**config.mk**
```make
export PLATFORM = sky130hd
export DESIGN_NAME = pc_seq_ctrl
export DESIGN_NICKNAME = d
export VERILOG_FILES = /design/src/rtl/pc_seq_ctrl.sv
export SDC_FILE = /design/constraint.sdc
export NUM_CORES = 1
export LEC_CHECK = 0
export BUFFER_PORTS_ARGS = -buffer_cell sky130_fd_sc_hd__buf_4
export CAP_MARGIN = 10
export CELL_PAD_IN_SITES_DETAIL_PLACEMENT = 1
export CELL_PAD_IN_SITES_GLOBAL_PLACEMENT = 2
export CORE_MARGIN = 2
export CORE_UTILIZATION = 29
export DETAILED_ROUTE_END_ITERATION = 8
export GPL_ROUTABILITY_DRIVEN = 0
export PLACE_DENSITY = 0.8
export SYNTH_ARGS = -nofsm -noshare
export SYNTH_HDL_FRONTEND = slang
export SYNTH_SLANG_ARGS = --single-unit
```
**constraint.sdc**
```tcl
create_clock -name clk -period 4.4 [get_ports clk]
set_input_delay 1.32 -clock clk [delete_from_list [all_inputs] [get_ports clk]]
set_output_delay 1.32 -clock clk [all_outputs]
set_load 0.01 [all_outputs]
```
**src/rtl/pc_seq_ctrl.sv**
```systemverilog
// Fetch sequencer for the MIPS PC register: picks the next PC, runs the
// imem request/ack handshake, holds on stalls and defers redirects during waits.
module pc_seq_ctrl #(
  parameter logic [31:0] EXC_VEC = 32'h0000_0004
) (
  input  logic        clk,
  input  logic        rst,
  input  logic [31:0] pc_cur,
  output logic        pc_ena,
  output logic [31:0] pc_next,
  output logic        imem_req,
  input  logic        imem_ack,
  output logic        fetch_valid,
  input  logic        stall,
  input  logic        br_taken,
  input  logic [31:0] br_target,
  input  logic        jmp,
  input  logic [31:0] jmp_target,
  input  logic        exc,
  input  logic        eret,
  output logic [31:0] epc,
  output logic [1:0]  state_dbg
);

  // Handshake: imem_req is held while in FETCH; a fetch completes on the
  // rising edge where imem_req and imem_ack are both high.
  typedef enum logic [1:0] {
    IDLE  = 2'd0,
    FETCH = 2'd1,
    HOLD  = 2'd2
  } state_t;

  state_t      state_q, state_d;
  logic        pend_vld_q, pend_vld_d;
  logic [31:0] pend_tgt_q, pend_tgt_d;
  logic [1:0]  pend_pri_q, pend_pri_d;
  logic [31:0] epc_q;

  logic        redir;
  logic [1:0]  redir_pri;
  logic [31:0] redir_tgt;
  logic [31:0] pc_inc;
  logic [31:0] nxt;

  assign pc_inc = pc_cur + 32'd4;
  assign redir  = exc | eret | jmp | br_taken;

  // Priority rank lets a deferred redirect be displaced only by a stronger one.
  always_comb begin
    redir_pri = 2'd0;
    redir_tgt = br_target;
    if (exc) begin
      redir_pri = 2'd3;
      redir_tgt = EXC_VEC;
    end else if (eret) begin
      redir_pri = 2'd2;
      redir_tgt = epc_q;
    end else if (jmp) begin
      redir_pri = 2'd1;
      redir_tgt = jmp_target;
    end
  end

  always_comb begin
    state_d     = state_q;
    pend_vld_d  = pend_vld_q;
    pend_tgt_d  = pend_tgt_q;
    pend_pri_d  = pend_pri_q;
    pc_ena      = 1'b0;
    nxt         = 32'd0;
    imem_req    = 1'b0;
    fetch_valid = 1'b0;
    case (state_q)
      IDLE: state_d = FETCH;
      FETCH: begin
        imem_req = 1'b1;
        if (imem_ack) begin
          if (pend_vld_q) begin
            pc_ena     = 1'b1;
            nxt        = pend_tgt_q;
            pend_vld_d = 1'b0;
          end else if (redir) begin
            pc_ena = 1'b1;
            nxt    = redir_tgt;
          end else if (stall) begin
            state_d = HOLD;
          end else begin
            fetch_valid = 1'b1;
            pc_ena      = 1'b1;
            nxt         = pc_inc;
          end
        end else if (redir && (!pend_vld_q || redir_pri > pend_pri_q)) begin
          pend_vld_d = 1'b1;
          pend_tgt_d = redir_tgt;
          pend_pri_d = redir_pri;
        end
      end
      HOLD: begin
        if (redir) begin
          pc_ena  = 1'b1;
          nxt     = redir_tgt;
          state_d = FETCH;
        end else if (!stall) begin
          fetch_valid = 1'b1;
          pc_ena      = 1'b1;
          nxt         = pc_inc;
          state_d     = FETCH;
        end
      end
      default: state_d = IDLE;
    endcase
  end

  always_ff @(posedge clk or posedge rst) begin
    if (rst) begin
      state_q    <= IDLE;
      pend_vld_q <= 1'b0;
      pend_tgt_q <= 32'd0;
      pend_pri_q <= 2'd0;
      epc_q      <= 32'd0;
    end else begin
      state_q    <= state_d;
      pend_vld_q <= pend_vld_d;
      pend_tgt_q <= pend_tgt_d;
      pend_pri_q <= pend_pri_d;
      if (exc) epc_q <= pc_cur;
    end
  end

  assign pc_next   = nxt & ~32'd3;
  assign epc       = epc_q;
  assign state_dbg = state_q;

endmodule

```
After elaboration in Yosys (flattened, before gate mapping)
Cells that the tools add are included.
{"block": "op_classes", "n_addsub": 1, "n_lt_le_gt_ge": 1, "eq_ne": 7, "mux": 30, "bitwise_logic": 4, "n_reduce_logical": 8}
{"operator": "two-way mux 32 bit", "count": 7}
{"operator": "case mux 32 bit (2 select lines)", "count": 1}
{"operator": "adder 32 x 3 -> 32 bit (second input constant)", "count": 1}
{"operator": "two-way mux 2 bit", "count": 8}
{"operator": "two-way mux 1 bit", "count": 11}
{"operator": "inequality test 2 bit (second input constant)", "count": 4}
{"operator": "case mux 2 bit (3 select lines)", "count": 1}
{"operator": "AND reduction 5 bit", "count": 1}
{"operator": "case mux 1 bit (2 select lines)", "count": 2}
{"operator": "inequality test 3 bit (second input constant)", "count": 1}
{"operator": "bitwise OR 1 bit", "count": 3}
{"operator": "AND reduction 3 bit", "count": 1}
{"operator": "== test 2 x 1 -> 1 bit (second input constant)", "count": 1}
{"operator": "== test 2 bit (second input constant)", "count": 1}
{"operator": "> comparator 2 bit", "count": 1}
{"operator": "zero test 2 bit", "count": 1}
{"operator": "AND reduction 2 bit", "count": 1}
{"operator": "nonzero test 2 bit", "count": 1}
{"operator": "logical AND 1 bit", "count": 1}
{"operator": "zero test 1 bit", "count": 1}
{"operator": "logical OR 1 bit", "count": 1}
{"operator": "inverter 1 bit", "count": 1}
{"block": "totals", "ff_bits": 69, "input_bits": 104, "out_inout_bits": 69, "word_cells": 56}

Longest topological paths before layout
Gate-level depths: netlist of run 1.
{"block": "logic_depth", "word_depth": 8, "ltp_mapped": 12, "ltp_nobuf": 8}

Worst setup path after synthesis of run 1
Ideal clock, no wire load.
{"block": "synth_path", "kind": "input -> output", "from": "input port exc", "to": "output port pc_next[4]", "arrival_ns": 2.799, "t_required_ns": 3.080, "setup_slack_ns": 0.281, "cell_stages": 7, "n_path_buf": 3, "cell_sequence": "buf_6 -> or4_4 -> buf_6 -> and3_4 -> buf_6 -> nor4b_1 -> a221o_1"}
{"block": "synth_between", "elab_chain_len": 7, "elab_cells_between_ends": 8, "classes_between": "5 x mux; 3 x bitwise"}
{"item": "start: declaration", "line_no": "19", "rtl": "input logic exc,"}
{"item": "bitwise OR 1 bit (3 in series)", "line_no": "46", "rtl": "assign redir = exc | eret | jmp | br_taken;"}
{"item": "two-way mux 32 bit *", "line_no": "82", "rtl": "end else if (redir) begin"}
{"item": "two-way mux 32 bit", "line_no": "78", "rtl": "if (pend_vld_q) begin"}
{"item": "two-way mux 32 bit", "line_no": "77", "rtl": "if (imem_ack) begin"}
{"item": "case mux 32 bit (2 select lines) *", "line_no": "73", "rtl": "case (state_q)"}
{"item": "end: declaration", "line_no": "10", "rtl": "output logic [31:0] pc_next,"}
Mark *: on every way between the ends. The rest lies on a longest branch, timed or not.

Worst setup path after layout of run 1
Same ends and word-level chain as after synthesis.

==> results of run 1 <==
metrics by stage:
step	hold slack [ps]	worst slack (ps)	total power (W)	TNS [ps]
5_1_grt	501	-11.5	0.00287	-11.5
4_1_cts	484	28.4	0.00272	0
2_1_floorplan	444	281	0.00147	0
3_3_place_gp	455	44.9	0.00183	0
6_report	480	99.5	0.00269	0
3_5_place_dp	471	41.4	0.00188	0
where the power goes:
group | switching, W | internal [W] | leakage [nW]
combinational | 0.000549 | 0.000408 | 2.05
clock | 0.000292 | 0.000527 | 0.159
sequential | 0.000126 | 0.000784 | 0.830
state kept, by name, indices dropped and copies added, names as in the netlist:
signal and count:
state_dbg 2, pend_pri_q 2, pend_tgt_q 30, epc 32
pend_vld_q 1
layout make-up:
class,instances,share of cell area
clock buffers,12,0.0371
clock inverters,4,0.0105
inverters,39,0.0212
multi-input cells,464,0.429
flip-flops and latches,67,0.243
well taps,225,0.0407
repair buffers,198,0.219
kinds of logic after synthesis:
logic type	count (synthesis)	synth area share
flops	67	0.333
buf+inv	90	0.0816
other cells	1	0.000745
compound gates	203	0.259
mux	39	0.0846
fa+ha+maj	7	0.0174
xor+xnor	13	0.0226
simple gates	200	0.201
routing by layer:
metal	vias up	GRT usage	part of all wire
li1	2574	-	-
met1	2661	0.272	0.43
met2	178	0.366	0.48
met3	17	0.0584	0.080
met4	0	0.0613	0.015
met5	-	0	0
worst max path at each step:
stage               from          to  slack [ps]  cells after the start
floorplan            exc  pc_next[4]         280                      7
global placement     exc  pc_next[2]          40                      7
detailed placement   exc  pc_next[2]          40                      7
CTS                  exc  pc_next[4]          30                      7
global route         exc  pc_next[4]         -10                      7
finish               exc  pc_next[4]         100                      7
critical path, cell delays in order:
cell and delay (ps):
buf_4 140, or4_4 600, nor2_4 210, and3_1 200, buf_6 160, a221o_1 200, buf_4 140
what timing repair did:
action	CTS	global route
endpoints found under the hold margin	0	0
pin swaps	1	2
buffers inserted	1	0
setup endpoints to repair	1	10
resized for setup	0	5
cell usage after synthesis (all sizes together) (4+ instances only):
library cell | count | share of area
a211oi | 10 | 0.015
a21oi | 57 | 0.057
a221o | 12 | 0.024
a221oi | 6 | 0.010
a22oi | 8 | 0.012
and3 | 6 | 0.0085
and4 | 4 | 0.0070
buf | 21 | 0.030
clkbuf | 30 | 0.023
dfrtp | 67 | 0.33
ha | 7 | 0.017
inv | 39 | 0.029
mux2 | 28 | 0.063
mux2i | 11 | 0.022
nand2 | 79 | 0.059
nand2b | 5 | 0.0062
nand3 | 13 | 0.013
nand4 | 11 | 0.014
nor2 | 32 | 0.025
nor2b | 13 | 0.016
nor3 | 5 | 0.0060
nor4 | 13 | 0.016
nor4b | 10 | 0.017
o21ai | 61 | 0.061
o31a | 11 | 0.019
o31ai | 9 | 0.013
o32a | 4 | 0.0080
o41ai | 11 | 0.019
xnor2 | 11 | 0.019
==> results.sh, run 1 <==
export IMPL_status="complete, no violations"
export IMPL_p_per_area_nw_per_um2=389
export IMPL_finish_utilization=0.404
export IMPL_die_x_um=136
export IMPL_core_sq_um=17100
export IMPL_fill_cells=2070
export IMPL_r2r_slack_ps=2050
export IMPL_synth_warnings=0
export IMPL_vias_per_cell=5.38
export IMPL_fin_worst_skew_ps=10.5
export IMPL_maxCapViolCount=0
export IMPL_finalNonFillerCells=1009
export IMPL_drtPass1Iterations=4
export IMPL_drtAntennaViolNets=0
export IMPL_row_count=48
export IMPL_r2r_start="pend_pri_q[1]$_DFFE_PP0P_"
export IMPL_ctsLongestPathBuffers=2
export IMPL_min_from="pend_tgt_q[17]$_DFFE_PP0P_"
export IMPL_wl_mm=19.7
export IMPL_grt_antenna_before_repair=0
export IMPL_hpwl_mm=14.8
export IMPL_async_flop_share=1.00
export IMPL_hold_violations=0
export IMPL_synth_area_sq_um=5030
export IMPL_cp_arrival_ps=2980
export IMPL_track_usage=0.217
export IMPL_hold_buffers=0
export IMPL_hold_class="register to register"
export IMPL_clock_latency_ps=340
export IMPL_finalInstanceArea_sq_um=6910
export IMPL_finalSetupViolations=0
export IMPL_holdPathEnd="pend_tgt_q[17]$_DFFE_PP0P_"
export IMPL_post_route_cells_drive_above_1_share=0.320
export IMPL_place_inst=992
export IMPL_ioPinCount=173
export IMPL_drc=0
export IMPL_tightest_slew_ps=652
export IMPL_dr_total_vias=5430
export IMPL_cp_end_kind="output pin"
export IMPL_portBuffers=166
export IMPL_relSlewSlack=0.566
export IMPL_synth_edff_count=0
export IMPL_grt_pass1_vias=5760
export IMPL_ys_seq_elements=67
export IMPL_reg2reg_to="pend_tgt_q[24]$_DFFE_PP0P_"
export IMPL_grt_max_degree=71
export IMPL_avgSynthCellArea_sq_um=8.11
export IMPL_seq_area_frac_synth=0.333
export IMPL_leakagePower_nw=3.04
export IMPL_multiInputGateArea_sq_um=2960
export IMPL_die_y_um=136
export IMPL_start_util=0.294
export IMPL_clock_fmax_mhz=233
export IMPL_worstSetupPathType="input port to output pin"
export IMPL_worstSetupStartpointType="input port"
export IMPL_worstPathMaxFanout=12
export IMPL_max_vdd_ir_drop_v=0.000192
export IMPL_fin_crit_sh=0.977
export IMPL_cts_buffers=9
export IMPL_clk_pin_slew_ps=60
export IMPL_synth_flop_cell="dfrtp_1"
export IMPL_layout_commonest_cell="buf_4"
export IMPL_insertedDiodeCount=0
export IMPL_die_area_sq_um=18400
export IMPL_dpl_cell_area_sq_um=6560
export IMPL_avgRoutedWirePerCell_um=19.5
export IMPL_min_period_ps=4300
export IMPL_grt_pass1_wl_mm=30.7
export IMPL_required_ps=3080
export IMPL_cts_root_buf="clkbuf_16"
export IMPL_worstRegToRegCells=7
export IMPL_synth_distinct_cells=52
export IMPL_final_cell_mix="buf_4, nand2_1, dfrtp_1"
export IMPL_htreeDepth=3
export IMPL_seqCellArea_sq_um=1680
export IMPL_synthCells=620
export IMPL_drt_iter0_markers=246
export IMPL_area_delta_synth_final_pct=37.4
export IMPL_cts_tree="done"
export IMPL_hold_path_cell_count=2
export IMPL_numClockSinks=67
export IMPL_nets=890
export IMPL_grt_overflow=0
export IMPL_slew_viol_final=0
No activity file was read; power rests on OpenSTA's default activity.
==> inputs of run 2 (changes only) <==
==> constraint.sdc (replaced) <==
create_clock -name clk -period 4.3 [get_ports clk]
set_input_delay 0.645 -clock clk [delete_from_list [all_inputs] [get_ports clk]]
set_output_delay 0.645 -clock clk [all_outputs]
set_load 0.01 [all_outputs]
==> run 2 against run 1 <==
Compared with the run above: global-route usage decreased by 0.65 points; critical endpoint is now pc_next[23]; first-iteration DRC count increased by 10%; largest power group unchanged; non-clock buffer count decreased by 22; design area decreased by 3.7%; flip-flop and latch count unchanged; sequential share of layout area increased by 0.94 points.
==> results.sh, run 2 (synthesized netlist as in run 1, its figures left out) <==
export IMPL_vias_per_cell=5.39
export IMPL_clock_latency_ps=340
export IMPL_p_clk_frac=0.269
export IMPL_cp_arrival_ps=2730
export IMPL_worst_slack_ps=920
export IMPL_worstSetupPathType="input port to output pin"
export IMPL_cp_startpoint="pc_cur[10]"
export IMPL_tightest_slew_ps=982
export IMPL_p_switching_w=0.000971
export IMPL_die_area_sq_um=18400
export IMPL_grt_pass1_vias=5646
export IMPL_ctsLongestPathBuffers=2
export IMPL_numClockSinks=67
export IMPL_row_count=48
export IMPL_min_period_ps=3380
export IMPL_clk_pin_slew_ps=60
export IMPL_fin_crit_sh=0.786
export IMPL_slew_viol_final=0
export IMPL_relSlewSlack=0.345
export IMPL_p_comb_frac=0.367
export IMPL_r2r_slack_ps=2070
export IMPL_grt_overflow=0
export IMPL_hold_buffers=0
export IMPL_dp_slack_ps=948
export IMPL_nets=868
export IMPL_clock_fmax_mhz=296
export IMPL_grt_max_degree=87
export IMPL_largest_register_ffs=32
export IMPL_status="complete, no violations"
export IMPL_cp_end_kind="output pin"
export IMPL_hold_class="input port to asynchronous set/reset pin"
export IMPL_worstPathMaxFanout=25
export IMPL_hold_violations=0
export IMPL_ioPinCount=173
export IMPL_htreeDepth=3
export IMPL_portBuffers=166
export IMPL_worstRegToRegCells=6
export IMPL_cts_buffers=9
export IMPL_drtPass1Iterations=4
export IMPL_avgRoutedWirePerCell_um=19.5
export IMPL_area_delta_synth_final_pct=32.3
export IMPL_p_int_w=0.00163
export IMPL_track_usage=0.211
export IMPL_swShare=0.373
export IMPL_post_cts_resized=0
export IMPL_maxCapViolCount=0
export IMPL_leakagePower_nw=2.90
export IMPL_layout_commonest_cell="buf_4"
export IMPL_p_per_area_nw_per_um2=391
export IMPL_hpwl_mm=14.0
export IMPL_worstSetupStartpointType="input port"
export IMPL_crit_path_end="pc_next[23]"
export IMPL_fin_hold_ws_ps=341
export IMPL_drtAntennaViolNets=0
export IMPL_grt_antenna_before_repair=0
export IMPL_post_cts_buffers=0
export IMPL_place_inst=971
export IMPL_finalNonFillerCells=985
export IMPL_post_route_cells_drive_above_1_share=0.296
export IMPL_drt_iter0_markers=271
export IMPL_r2r_start="state_dbg[1]$_DFFE_PP0P_"
export IMPL_tns_ps=0
export IMPL_drc=0
export IMPL_rsz0062_at_grt="false"
export IMPL_reg2reg_to="pend_tgt_q[9]$_DFFE_PP0P_"
export IMPL_insertedDiodeCount=0
export IMPL_dr_total_vias=5310
export IMPL_fin_worst_skew_ps=4.22
export IMPL_required_ps=3650
export IMPL_cts_root_buf="clkbuf_16"
export IMPL_wl_mm=19.2
export IMPL_seqPwrFrac=0.365
export IMPL_core_sq_um=17100
export IMPL_grt_pass1_wl_mm=30.2
export IMPL_final_cell_mix="buf_4, nand2_1, dfrtp_1"
export IMPL_max_vdd_ir_drop_v=0.000179
export IMPL_fill_cells=2076
export IMPL_start_util=0.294
export IMPL_die_y_um=136
export IMPL_finalSetupViolations=0
export IMPL_cts_tree="done"
export IMPL_die_x_um=136
-- run 2: cell count changes in the layout (fill, tap and decap cells not counted), moves of 2 or more --
cell	before	now
bufinv_16	2	0
clkinv_2	1	3
nor4_1	11	13
buf_4	195	175
nor4_2	2	0
-- run 2: worst max-delay path, stage by stage --
cell,delay [ps]
buf_4,120
nand4_1,190
or3_1,790
nor4_1,440
o21ai_0,140
a21oi_1,230
buf_4,160
-- run 2: layout make-up --
class	count	area, sq um	share of cell area
timing repair buffer	176	1330	0.200
multi-input combinational	464	2950	0.443
clock inverter	3	15.0	0.00226
tap	225	282	0.0423
inverter	39	146	0.0220
clock buffer	11	253	0.0380
sequential	67	1680	0.252
-- run 2: per-layer routing --
metal	routed length, um	GRT usage	vias to the layer above
li1	-	-	2526
met1	8490	0.279	2584
met2	8980	0.345	185
met3	1570	0.0468	15
met4	197	0.0590	0
met5	0	0	-
-- run 2: through the flow --
| stage | utilization | power (W) | cell area (sq um) |
|---|---|---|---|
| 2_1_floorplan | - | 0.00151 | 5030 |
| 3_3_place_gp | 0.373 | 0.00187 | 6390 |
| 3_5_place_dp | 0.373 | 0.00192 | 6390 |
| 4_1_cts | 0.389 | 0.00263 | 6660 |
| 5_1_grt | 0.389 | 0.00279 | 6660 |
| 6_report | 0.389 | 0.00260 | 6660 |
-- run 2: worst min-delay path by stage --
| stage | start | end | slack [ps] | cells after the start |
|---|---|---|---|---|
| 2_1_floorplan | pend_tgt_q[10]$_DFFE_PP0P_ | pend_tgt_q[10]$_DFFE_PP0P_ | 440 | 2 |
| 3_3_place_gp | pend_tgt_q[14]$_DFFE_PP0P_ | pend_tgt_q[14]$_DFFE_PP0P_ | 460 | 2 |
| 3_5_place_dp | pend_tgt_q[4]$_DFFE_PP0P_ | pend_tgt_q[4]$_DFFE_PP0P_ | 470 | 2 |
| 4_1_cts | rst | epc[0]$_DFFE_PP0P_ | 360 | 2 |
| 5_1_grt | rst | epc[1]$_DFFE_PP0P_ | 380 | 2 |
| 6_report | rst | epc[0]$_DFFE_PP0P_ | 340 | 2 |
-- run 2: power by group through the flow --
stage | sequential (W) | combinational [W] | clock (W)
after floorplan | 0.000914 | 0.000591 | 0
after global placement | 0.000946 | 0.000920 | 0
after detailed placement | 0.000959 | 0.000961 | 0
after CTS | 0.000948 | 0.000964 | 0.000717
after global routing | 0.000978 | 0.00106 | 0.000746
final | 0.000949 | 0.000954 | 0.000699
==> inputs of run 3 (changes only) <==
--- a/config.mk
+++ b/config.mk
@@ -5,15 +5,16 @@
 export SDC_FILE = /design/constraint.sdc
 export NUM_CORES = 1
 export LEC_CHECK = 0
+export ABC_AREA = 1
 export BUFFER_PORTS_ARGS = -buffer_cell sky130_fd_sc_hd__buf_4
 export CAP_MARGIN = 10
 export CELL_PAD_IN_SITES_DETAIL_PLACEMENT = 1
 export CELL_PAD_IN_SITES_GLOBAL_PLACEMENT = 2
 export CORE_MARGIN = 2
-export CORE_UTILIZATION = 29
+export CORE_UTILIZATION = 24
 export DETAILED_ROUTE_END_ITERATION = 8
 export GPL_ROUTABILITY_DRIVEN = 0
-export PLACE_DENSITY = 0.8
+export PLACE_DENSITY = 0.76
 export SYNTH_ARGS = -nofsm -noshare
 export SYNTH_HDL_FRONTEND = slang
 export SYNTH_SLANG_ARGS = --single-unit
==> constraint.sdc (replaced) <==
create_clock -name clk -period 2.8 [get_ports clk]
set_input_delay 0.42 -clock clk [delete_from_list [all_inputs] [get_ports clk]]
set_output_delay 0.42 -clock clk [all_outputs]
set_load 0.01 [all_outputs]
==> run 3 against run 2 <==
Compared with the run above: combinational power up 92%; critical endpoint is now pc_next[17]; wire length is 21% higher; worst setup slack got worse by 760 ps; flip-flop and latch count is the same; non-clock buffer count is 9 higher; first-iteration DRC count up 19%; synthesized area rose by 6.6%; critical path depth is 3 higher; sequential share of layout area down 1.9 points; design area grew 8.3%; hold slack worse by 230 ps.
==> results.sh, run 3 <==
export IMPL_tns_ps=0
export IMPL_fin_crit_sh=0.942
export IMPL_synth_distinct_cells=34
export IMPL_fin_hold_ws_ps=107
export IMPL_grt_overflow=0
export IMPL_slew_viol_final=0
export IMPL_area_delta_synth_final_pct=34.4
export IMPL_grt_pass1_wl_mm=36.1
export IMPL_p_switching_w=0.00180
export IMPL_leakagePower_nw=3.52
export IMPL_die_x_um=153
export IMPL_finalSetupViolations=0
export IMPL_max_vdd_ir_drop_v=0.000287
export IMPL_hold_violations=0
export IMPL_ctsLongestPathBuffers=2
export IMPL_relSlewSlack=0.523
export IMPL_nets=1137
export IMPL_clk_pin_slew_ps=60
export IMPL_vias_per_cell=4.64
export IMPL_tightest_slew_ps=716
export IMPL_numClockSinks=67
export IMPL_worstSetupStartpointType="register"
export IMPL_start_util=0.245
export IMPL_p_comb_frac=0.405
export IMPL_post_cts_resized=0
export IMPL_final_cell_mix="nand2_1, buf_4, inv_1"
export IMPL_p_int_w=0.00271
export IMPL_drtAntennaViolNets=0
export IMPL_ioPinCount=173
export IMPL_cp_cell_sequence="inv_1 > ha_1 > nand2_1 > inv_4 > a21oi_4 > buf_4 > o21ai_0 > nand2_1 > a21oi_1 > buf_4"
export IMPL_synth_edff_count=0
export IMPL_required_ps=2380
export IMPL_track_usage=0.199
export IMPL_worstPathMaxFanout=18
export IMPL_drc=0
export IMPL_row_count=54
export IMPL_async_flop_share=1.00
export IMPL_cts_root_buf="clkbuf_16"
export IMPL_maxCapViolCount=0
export IMPL_post_route_cells_drive_above_1_share=0.230
export IMPL_synth_commonest_cells="nand2_1, inv_1, o21ai_0"
export IMPL_die_y_um=153
export IMPL_post_cts_buffers=0
export IMPL_hpwl_mm=18.4
export IMPL_grt_antenna_before_repair=0
export IMPL_dp_slack_ps=341
export IMPL_fin_worst_skew_ps=5.00
export IMPL_core_sq_um=21900
export IMPL_synthDominantCellAreaShare=0.313
export IMPL_insertedDiodeCount=0
export IMPL_grt_max_degree=65
export IMPL_min_period_ps=2640
export IMPL_swShare=0.399
export IMPL_status="complete, no violations"
export IMPL_crit_buf_inv=4
export IMPL_synth_warnings=0
export IMPL_cts_tree="done"
export IMPL_rsz0062_at_grt="false"
export IMPL_drtPass1Iterations=4
export IMPL_ys_seq_elements=67
export IMPL_grt_pass1_vias=6166
export IMPL_seqPwrFrac=0.308
export IMPL_synth_flop_cell="dfrtp_1"
export IMPL_synth_area_sq_um=5360
export IMPL_wl_mm=23.3
export IMPL_slowest_stage="dfrtp_1"
export IMPL_clock_latency_ps=350
export IMPL_yosysTopAreaCell="dfrtp_1"
export IMPL_cp_arrival_ps=2220
export IMPL_cts_buffers=9
export IMPL_worstSetupPathType="register to output pin"
export IMPL_drt_iter0_markers=322
export IMPL_worst_slack_ps=162
export IMPL_max_stage_delay_ps=430
export IMPL_dr_total_vias=6083
export IMPL_layout_commonest_cell="nand2_1"
export IMPL_avgSynthCellArea_sq_um=6.16
export IMPL_crit_family="buffers and inverters"
export IMPL_die_area_sq_um=23600
export IMPL_largest_register_ffs=32
export IMPL_finalNonFillerCells=1311
export IMPL_yosysMostFrequentCell="nand2_1"
export IMPL_portBuffers=166
export IMPL_htreeDepth=3
export IMPL_hold_class="input port to asynchronous set/reset pin"
export IMPL_clock_fmax_mhz=379
export IMPL_synthCells=871
export IMPL_seq_area_frac_synth=0.313
export IMPL_cp_end_kind="output pin"
export IMPL_p_clk_frac=0.287
export IMPL_place_inst=1295
export IMPL_p_per_area_nw_per_um2=626
export IMPL_avgRoutedWirePerCell_um=17.8
export IMPL_hold_buffers=0
export IMPL_synth_area_leaders="dfrtp_1, nand2_1, inv_1"
[run 3: cell count changes in the layout (fill, tap and decap cells not counted), sizes merged, moves of 11 or more]
| cell | previous run | this run |
|---|---|---|
| mux2i | 11 | 0 |
| mux2 | 28 | 0 |
| nand2 | 79 | 284 |
| nor4 | 13 | 0 |
| o31a | 11 | 0 |
| nor2 | 32 | 87 |
| a221o | 12 | 0 |
| o21ai | 61 | 129 |
| nand3 | 13 | 50 |
| nor2b | 13 | 0 |
| o41ai | 11 | 0 |
| inv | 39 | 125 |
[run 3: kinds of logic (layout without fill, tap and decap cells)]
group	count (synthesis)	after routing	synth area share
fa+ha+maj	7	7	0.0163
simple gates	435	435	0.336
buf+inv	167	326	0.135
flops	67	67	0.313
xor+xnor	4	4	0.00654
compound gates	190	190	0.193
other cells	1	2	0.000699
[run 3: power by group through the flow]
stage / registers [W] / logic [W] / clock network [W]
after floorplan: 0.00139 / 0.00113 / 0
after global placement: 0.00139 / 0.00180 / 0
after detailed placement: 0.00141 / 0.00185 / 0
after CTS: 0.00139 / 0.00186 / 0.00132
after global routing: 0.00143 / 0.00207 / 0.00135
final: 0.00139 / 0.00183 / 0.00130
[run 3: cell type report]
class                      count  area, sq um
multi-input combinational    638         2970
tap                          280          350
clock buffer                  10          239
timing repair buffer         185         1410
clock inverter                 6         88.8
inverter                     125          472
fill                        2851        14700
sequential                    67         1680
[run 3: worst reg2reg max path, cell delays in order (launching register included)]
cell and delay, ps:
dfrtp_1 350, inv_1 50, ha_1 300, inv_1 60, nor2_1 30, o21ai_0 190
a21oi_2 100, nand3_2 60, buf_4 560, nand2_1 160, o21ai_1 120
[run 3: final timing paths]
path / to / slack (ps) / cells after the start / start
min: pend_tgt_q[2]$_DFFE_PP0P_ / 110 / 2 / rst
max: pc_next[17] / 160 / 10 / state_dbg[1]$_DFFE_PP0P_
min reg2reg: epc[1]$_DFFE_PP0P_ / 470 / 2 / epc[1]$_DFFE_PP0P_
max reg2reg: pend_tgt_q[13]$_DFFE_PP0P_ / 740 / 10 / pend_pri_q[1]$_DFFE_PP0P_
max in group asynchronous: epc[11]$_DFFE_PP0P_ / 2050 / 3 / rst
min in group clk: epc[1]$_DFFE_PP0P_ / 270 / 3 / pc_cur[1]
[run 3: per-stage QoR]
stage               utilization  cell area [sq um]  power (W)
floorplan                     -               5370    0.00252
global placement          0.314               6880    0.00320
detailed placement        0.314               6880    0.00326
CTS                       0.329               7210    0.00457
global route              0.329               7210    0.00485
finish                    0.329               7210    0.00451
[run 3: metal layers]
layer | vias up | GRT usage | wire length [um]
met5 | - | 0 | 0
met4 | 0 | 0.0467 | 259
met3 | 13 | 0.0207 | 645
met2 | 103 | 0.321 | 10900
met1 | 2928 | 0.288 | 11500
li1 | 3039 | - | -
